==> src/rtl/alu1_pkg.sv <==
// alu1_pkg
// Shared definitions for the ALU1 arbiter slice.
//   ALU1_CMD_WIDTH : width of the ALU1 command field
//   Alu1Op         : ALU1 operation encoding carried on req_cmd / alu_cmd
//   alu1_tag_width : width of a requester index (tag) for a given NREQ
// The tag type itself (alu1_tag_t) is declared inside each arbiter instance
// from alu1_tag_width(NREQ), because its width depends on the instance's NREQ.
package alu1_pkg;

    localparam int ALU1_CMD_WIDTH = 4;

    typedef enum logic [ALU1_CMD_WIDTH-1:0] {
        ALU1_ADD  = 4'd0,
        ALU1_SUB  = 4'd1,
        ALU1_AND  = 4'd2,
        ALU1_OR   = 4'd3,
        ALU1_XOR  = 4'd4,
        ALU1_SHL  = 4'd5,
        ALU1_SHR  = 4'd6,
        ALU1_PASS = 4'd7
    } Alu1Op;

    // Never returns less than one bit, so a tag register always exists.
    function automatic int alu1_tag_width(input int nreq);
        return (nreq > 1) ? $clog2(nreq) : 1;
    endfunction

endpackage

==> src/rtl/alu1_rr_picker.sv <==
// alu1_rr_picker
// Combinational round-robin picker. Starting at index ptr and walking
// upward modulo NREQ, the first asserted req bit wins.
// Ports:
//   req   in  NREQ   request vector
//   ptr   in  IDX_W  index with the highest priority this cycle
//   grant out NREQ   one-hot grant, zero when no request is set
//   idx   out IDX_W  index of the granted requester (0 when none)
//   found out 1      some requester was granted
module alu1_rr_picker
    import alu1_pkg::*;
#(
    parameter int NREQ  = 4,
    parameter int IDX_W = 2
) (
    input  logic [NREQ-1:0]  req,
    input  logic [IDX_W-1:0] ptr,
    output logic [NREQ-1:0]  grant,
    output logic [IDX_W-1:0] idx,
    output logic             found
);

    int               pos;
    logic [IDX_W-1:0] pos_idx;

    // Walk the ring starting at ptr; once a winner is found later
    // candidates are ignored, which keeps the grant one-hot.
    always_comb begin
        grant   = '0;
        idx     = '0;
        found   = 1'b0;
        pos     = 0;
        pos_idx = '0;
        for (int i = 0; i < NREQ; i++) begin
            pos     = (int'(ptr) + i) % NREQ;
            pos_idx = IDX_W'(pos);
            if (!found && req[pos_idx]) begin
                found          = 1'b1;
                grant[pos_idx] = 1'b1;
                idx            = pos_idx;
            end
        end
    end

endmodule

==> src/rtl/alu1_arbiter.sv <==
// alu1_arbiter
// Shares one ALU1 among NREQ requesters. A round-robin grant picks one
// requester per cycle, its command/operands are registered onto the ALU1
// inputs, and a tag pipeline matched to the ALU1 latency routes the result
// back to the issuing requester one cycle after ALU1 produces it.
// Optional feature macro: ALU1_ARB_LOCK_EN (adds req_lock and grant locking).
// Ports:
//   clk, rst            clock, synchronous active-high reset
//   req_valid/req_ready per-requester handshake (req_ready is the grant)
//   req_cmd, req_in1/2  per-requester command and operands
//   req_lock            hold grant for the next op (ALU1_ARB_LOCK_EN only)
//   rsp_valid           one-hot response strobe
//   rsp_out, rsp_co     response result and carry
//   alu_cmd, alu_in1/2  registered command/operands to ALU1
//   alu_out, alu_co     ALU1 result and carry
module alu1_arbiter
    import alu1_pkg::*;
#(
    parameter int WIDTH   = 64,
    parameter int NREQ    = 4,
    parameter int LATENCY = 0
) (
    input  logic                                 clk,
    input  logic                                 rst,
    input  logic [NREQ-1:0]                      req_valid,
    output logic [NREQ-1:0]                      req_ready,
    input  logic [NREQ-1:0][ALU1_CMD_WIDTH-1:0]  req_cmd,
    input  logic [NREQ-1:0][WIDTH-1:0]           req_in1,
    input  logic [NREQ-1:0][WIDTH-1:0]           req_in2,
`ifdef ALU1_ARB_LOCK_EN
    input  logic [NREQ-1:0]                      req_lock,
`endif
    output logic [NREQ-1:0]                      rsp_valid,
    output logic [WIDTH-1:0]                     rsp_out,
    output logic                                 rsp_co,
    output logic [ALU1_CMD_WIDTH-1:0]            alu_cmd,
    output logic [WIDTH-1:0]                     alu_in1,
    output logic [WIDTH-1:0]                     alu_in2,
    input  logic [WIDTH-1:0]                     alu_out,
    input  logic                                 alu_co
);

    localparam int TAG_W = alu1_tag_width(NREQ);

    typedef logic [TAG_W-1:0] alu1_tag_t;

    localparam alu1_tag_t       LAST_IDX = alu1_tag_t'(NREQ - 1);
    localparam logic [NREQ-1:0] ONE_HOT0 = {{(NREQ-1){1'b0}}, 1'b1};

    alu1_tag_t       rr_ptr;
    logic [NREQ-1:0] pick_grant;
    alu1_tag_t       pick_idx;
    logic            pick_found;

    logic [NREQ-1:0] grant;
    alu1_tag_t       grant_idx;
    logic            fire;

    // Stage 0 is the issue stage (valid in the cycle alu_* is driven);
    // stage LATENCY lines up with the cycle ALU1 presents that op's result.
    logic [LATENCY:0] pipe_vld;
    alu1_tag_t        pipe_tag [LATENCY+1];

    alu1_rr_picker #(
        .NREQ  (NREQ),
        .IDX_W (TAG_W)
    ) u_picker (
        .req   (req_valid),
        .ptr   (rr_ptr),
        .grant (pick_grant),
        .idx   (pick_idx),
        .found (pick_found)
    );

`ifdef ALU1_ARB_LOCK_EN
    logic      lock_active;
    alu1_tag_t lock_owner;
    logic      lock_hold;

    assign lock_hold = lock_active && req_valid[lock_owner] && req_lock[lock_owner];

    // A held lock overrides round-robin; reset masks every grant.
    always_comb begin
        grant     = '0;
        grant_idx = pick_idx;
        fire      = 1'b0;
        if (rst) begin
            grant = '0;
            fire  = 1'b0;
        end else if (lock_hold) begin
            grant[lock_owner] = 1'b1;
            grant_idx         = lock_owner;
            fire              = 1'b1;
        end else begin
            grant = pick_grant;
            fire  = pick_found;
        end
    end

    // Lock is (re)taken by any handshake with req_lock set and dropped the
    // first cycle the owner stops holding valid+lock. rr_ptr already points
    // past the owner, so round-robin resumes from owner+1.
    always_ff @(posedge clk) begin
        if (rst) begin
            lock_active <= 1'b0;
            lock_owner  <= '0;
        end else if (fire && req_lock[grant_idx]) begin
            lock_active <= 1'b1;
            lock_owner  <= grant_idx;
        end else if (lock_active && !lock_hold) begin
            lock_active <= 1'b0;
        end
    end
`else
    // Pure round-robin; reset masks every grant.
    always_comb begin
        grant     = rst ? '0 : pick_grant;
        grant_idx = pick_idx;
        fire      = !rst && pick_found;
    end
`endif

    assign req_ready = grant;

    // Issue registers, round-robin pointer and tag pipeline. ALU1 inputs
    // hold their last values between handshakes.
    always_ff @(posedge clk) begin
        if (rst) begin
            alu_cmd  <= '0;
            alu_in1  <= '0;
            alu_in2  <= '0;
            rr_ptr   <= '0;
            pipe_vld <= '0;
            for (int s = 0; s <= LATENCY; s++) begin
                pipe_tag[s] <= '0;
            end
        end else begin
            for (int s = 1; s <= LATENCY; s++) begin
                pipe_vld[s] <= pipe_vld[s-1];
                pipe_tag[s] <= pipe_tag[s-1];
            end
            pipe_vld[0] <= fire;
            if (fire) begin
                alu_cmd     <= req_cmd[grant_idx];
                alu_in1     <= req_in1[grant_idx];
                alu_in2     <= req_in2[grant_idx];
                pipe_tag[0] <= grant_idx;
                rr_ptr      <= (grant_idx == LAST_IDX) ? '0 : grant_idx + alu1_tag_t'(1);
            end
        end
    end

    // Response registers capture ALU1 output when the matching tag emerges;
    // bubbles leave rsp_valid low and keep the previous data.
    always_ff @(posedge clk) begin
        if (rst) begin
            rsp_valid <= '0;
            rsp_out   <= '0;
            rsp_co    <= 1'b0;
        end else begin
            rsp_valid <= '0;
            if (pipe_vld[LATENCY]) begin
                rsp_valid <= ONE_HOT0 << pipe_tag[LATENCY];
                rsp_out   <= alu_out;
                rsp_co    <= alu_co;
            end
        end
    end

endmodule

==> config.mk <==
export PLATFORM = sky130hd
export DESIGN_NAME = alu1_arbiter
export DESIGN_NICKNAME = d
export VERILOG_FILES = /design/src/rtl/alu1_pkg.sv /design/src/rtl/alu1_rr_picker.sv /design/src/rtl/alu1_arbiter.sv
export SDC_FILE = /design/constraint.sdc
export NUM_CORES = 1
export LEC_CHECK = 0
export BUFFER_PORTS_ARGS = -buffer_cell sky130_fd_sc_hd__buf_2
export CORE_AREA = 2 2 317 319
export DETAILED_ROUTE_END_ITERATION = 8
export DIE_AREA = 0 0 319 321
export GPL_TIMING_DRIVEN = 0
export PLACE_DENSITY_LB_ADDON = 0.05
export SLEW_MARGIN = 5
export SYNTH_ARGS = -nofsm -noshare
export SYNTH_HDL_FRONTEND = slang
export SYNTH_HIERARCHICAL = 1
export SYNTH_SLANG_ARGS = --single-unit
==> constraint.sdc <==
create_clock -name clk -period 5.95 [get_ports clk]
set_input_delay 0 -clock clk [delete_from_list [all_inputs] [get_ports clk]]
set_output_delay 0 -clock clk [all_outputs]
set_load 0.005 [all_outputs]
==> impl_metrics.csv <==
group,metric,value,unit
outcome,outcome,"complete, no violations",
placed_design,post_dp_cell_area,17200,um2
global_routing,grt_pass1_wl,104000,um
final_layout,finalInstanceArea,23000,um2
cts,cts_tree,"built",
flow_run,maxCapViolCount,0,
logic_synthesis,synth_top_area_share,35.2,%
floorplan,die_x,319,um
power,p_leak,10.5,nW
logic_synthesis,synthTopCellsByArea,"dfxtp_1 (35%), mux2i_1 (29%), o221ai_2 (10%)",
timing,min_period,5.15,ns
floorplan,start_util,11.7,%
final_layout,fin_nets,2939,
logic_synthesis,synth_cell_type_count,38,
detailed_routing,drt_iter0_drc,376,
logic_synthesis,synth_nets,1639,
logic_synthesis,synthCells,1034,
timing,slew_headroom,32.2,%
setup_path,startpoint_type,"flop",
timing,finalCritPeriodShare,86.5,%
placed_design,post-dp-hpwl,59800,um
timing,tightest_slew,1.02,ns
cts,cts-root-buf,"clkbuf_16",
detailed_routing,routed-via-count,13596,
floorplan,die_area,102000,um2
global_routing,first_global_vias,15411,
logic_synthesis,synth_common_cells,"mux2i_1 (331), dfxtp_1 (204), or3b_2 (133), o221ai_2 (80), nor2_1 (68)",
cts,clock_latency,0.55,ns
placed_design,gp_congestion,0.764,
global_routing,antenna_found_initial,12,
timing,max_freq,194,MHz
cts,cts-htree-levels,2,
setup_path,critPathSlowestCell,"dlygate4sd3_1",
setup_path,crit_arrival,5.57,ns
logic_synthesis,syn-cell-area,11600,um2
floorplan,coreArea,99300,um2
timing,setup_viol,0,
setup_path,required,6.38,ns
global_routing,grt_max_degree,11,
detailed_routing,vias_per_cell,3.71,
logic_synthesis,synth.ff_latch_count,206,
placed_design,io_buffers,803,
detailed_routing,drc_errors,0,
logic_synthesis,synth_edf_count,2,
final_layout,fill_cells,11123,
final_layout,stdcell_count,3661,
global_routing,grt-ovfl-total,0,
final_layout,area_growth,98.3,%
setup_path,crit_path_max_incr_delay,0.63,ns
setup_path,cp_num_buf_inv,7,
cts,cts_hold_buf,461,
cts,clkTransAtPathRegs,0.05,ns
logic_synthesis,synth_seq_area_share,35.8,%
global_routing,grtUsageTotal,13.9,%
logic_synthesis,synth_most_common_cell,"mux2i_1",
setup_path,endpoint_kind,"flop",
cts,cts-resized-gates,0,
timing,fin_skew,0.00614,ns
cts,clk_path_buf_depth,3,
final_layout,drive_above_1_share,48.0,%
detailed_routing,ant_nets,0,
floorplan,die_h,321,um
cts,clock_sinks,206,
timing,hold_viol,0,
logic_synthesis,synth_largest_area_cell,"dfxtp_1",
cts,cts_made_buffers,34,
final_layout,final_util,23.2,%
cts,postCtsSetupBuffers,0,
power,powerDensity,481,nW/um2
setup_path,cp_top_family,"buffers and inverters",
logic_synthesis,syn_avg_cell_area,11.2,um2
floorplan,ios,804,
logic_synthesis,yosysWarnings,6,
setup_path,cp_cell_sequence,"inv_1 > ha_1 > mux4_2 > buf_6 > o311ai_0 > a32o_1 > clkbuf_1 > buf_2 > buf_2 > mux2i_1 > dlygate4sd3_1 > o221ai_2 > dlygate4sd3_1",
timing,rsz0062_at_grt,"no",
min_path,hp-class,"input port to flop",
timing,finalSetupTns,0,ns
power,total_power,0.0111,W
detailed_routing,wl,74100,um
floorplan,rows,116,
placed_design,dp.cells,3135,
setup_path,crit_type,"flop to flop",
logic_synthesis,synthArstFlopShare,0,%
timing,final_max_slew_viol_count,0,
setup_path,critical_path_peak_fanout,11,
logic_synthesis,yosys_most_used_dff,"dfxtp_1",
power,peakVddDrop,225,uV
detailed_routing,avgRoutedWirePerCell,20.2,um
detailed_routing,dr.pass1.iters,4,
[cell families (layout without fill, tap and decap cells)]
logic type	count (synthesis)	count (layout)	synth area share, %
compound gates	151	151	15.4
other cells	0	5	0
buf+inv	113	1437	4.93
simple gates	221	221	13.6
fa+ha+maj	6	6	0.648
mux	337	337	29.6
flops	206	206	35.8
[path summary, 6_finish.rpt]
check / startpoint / to / slack, ns / cells past startpoint
setup / recovery: rr_ptr[1] / alu_in2[49] / 0.80 / 13
hold reg to reg: rsp_out[12] / rsp_out[12] / 0.49 / 2
setup reg to reg: rr_ptr[1] / alu_in2[49] / 0.80 / 13
hold / removal: alu_out[10] / rsp_out[10] / 0.23 / 4
[per-layer routing]
layer / GRT usage, % / wire, um / vias to the layer above
met4: 2.84 / 1260 / 14
met2: 26.6 / 39500 / 451
li1: - / - / 6602
met3: 4.00 / 4790 / 70
met5: 0 / 84 / -
met1: 15.1 / 28500 / 6459
[cells in the final DEF (no fill, tap or decap), drive strengths merged, types with 2 or more instances in the layout]
master / n
buf: 865
or3b: 134
bufinv: 2
o21ai: 5
nand2b: 2
nor2b: 5
diode: 5
clkbuf: 100
o221ai: 132
nor4bb: 2
mux2: 2
inv: 6
mux2i: 331
clkinvlp: 2
nor4b: 2
dlygate4sd3: 461
mux4: 4
ha: 6
edfxtp: 2
a22oi: 8
dfxtp: 204
nor2: 68
a21oi: 2
[metrics by stage]
step	hold WS, ns	setup slack (ns)
after floorplan	0.147	3.04
after global placement	0.237	1.50
after detailed placement	0.245	1.49
after CTS	0.182	0.618
after global routing	0.217	0.433
final	0.234	0.805
[power breakdown]
part / total [W] / switching [W] / internal, W / leakage, nW
Combinational: 0.00697 / 0.00337 / 0.00360 / 8.27
Sequential: 0.00201 / 0.000190 / 0.00182 / 1.72
Clock: 0.00207 / 0.000794 / 0.00128 / 0.545
[final cells by class]
class / instances / area [um2] / area share [%]
plain buffers: 108 / 553 / 2.41
diodes: 5 / 12.5 / 0.0544
repair buffers: 1264 / 8630 / 37.6
clock inverters: 6 / 88.8 / 0.387
inverters: 5 / 18.8 / 0.0817
clock buffers: 54 / 1040 / 4.51
multi-input cells: 715 / 6870 / 29.9
flip-flops and latches: 206 / 4140 / 18.0
well taps: 1298 / 1620 / 7.07
[flip-flops by register name (all words and copies together) (netlist names)]
register   cells
pipe_vld       1
alu_cmd        4
rsp_out       64
rsp_valid      4
alu_in2       64
pipe_tag       2
rsp_co         1
rr_ptr         2
alu_in1       64
[worst min-delay path, stage by stage]
cell	delay (ns)
dlygate4sd3_1	0.51
buf_2	0.10
mux2i_1	0.06
nor2_1	0.07
(Power assumes the default switching activity.)
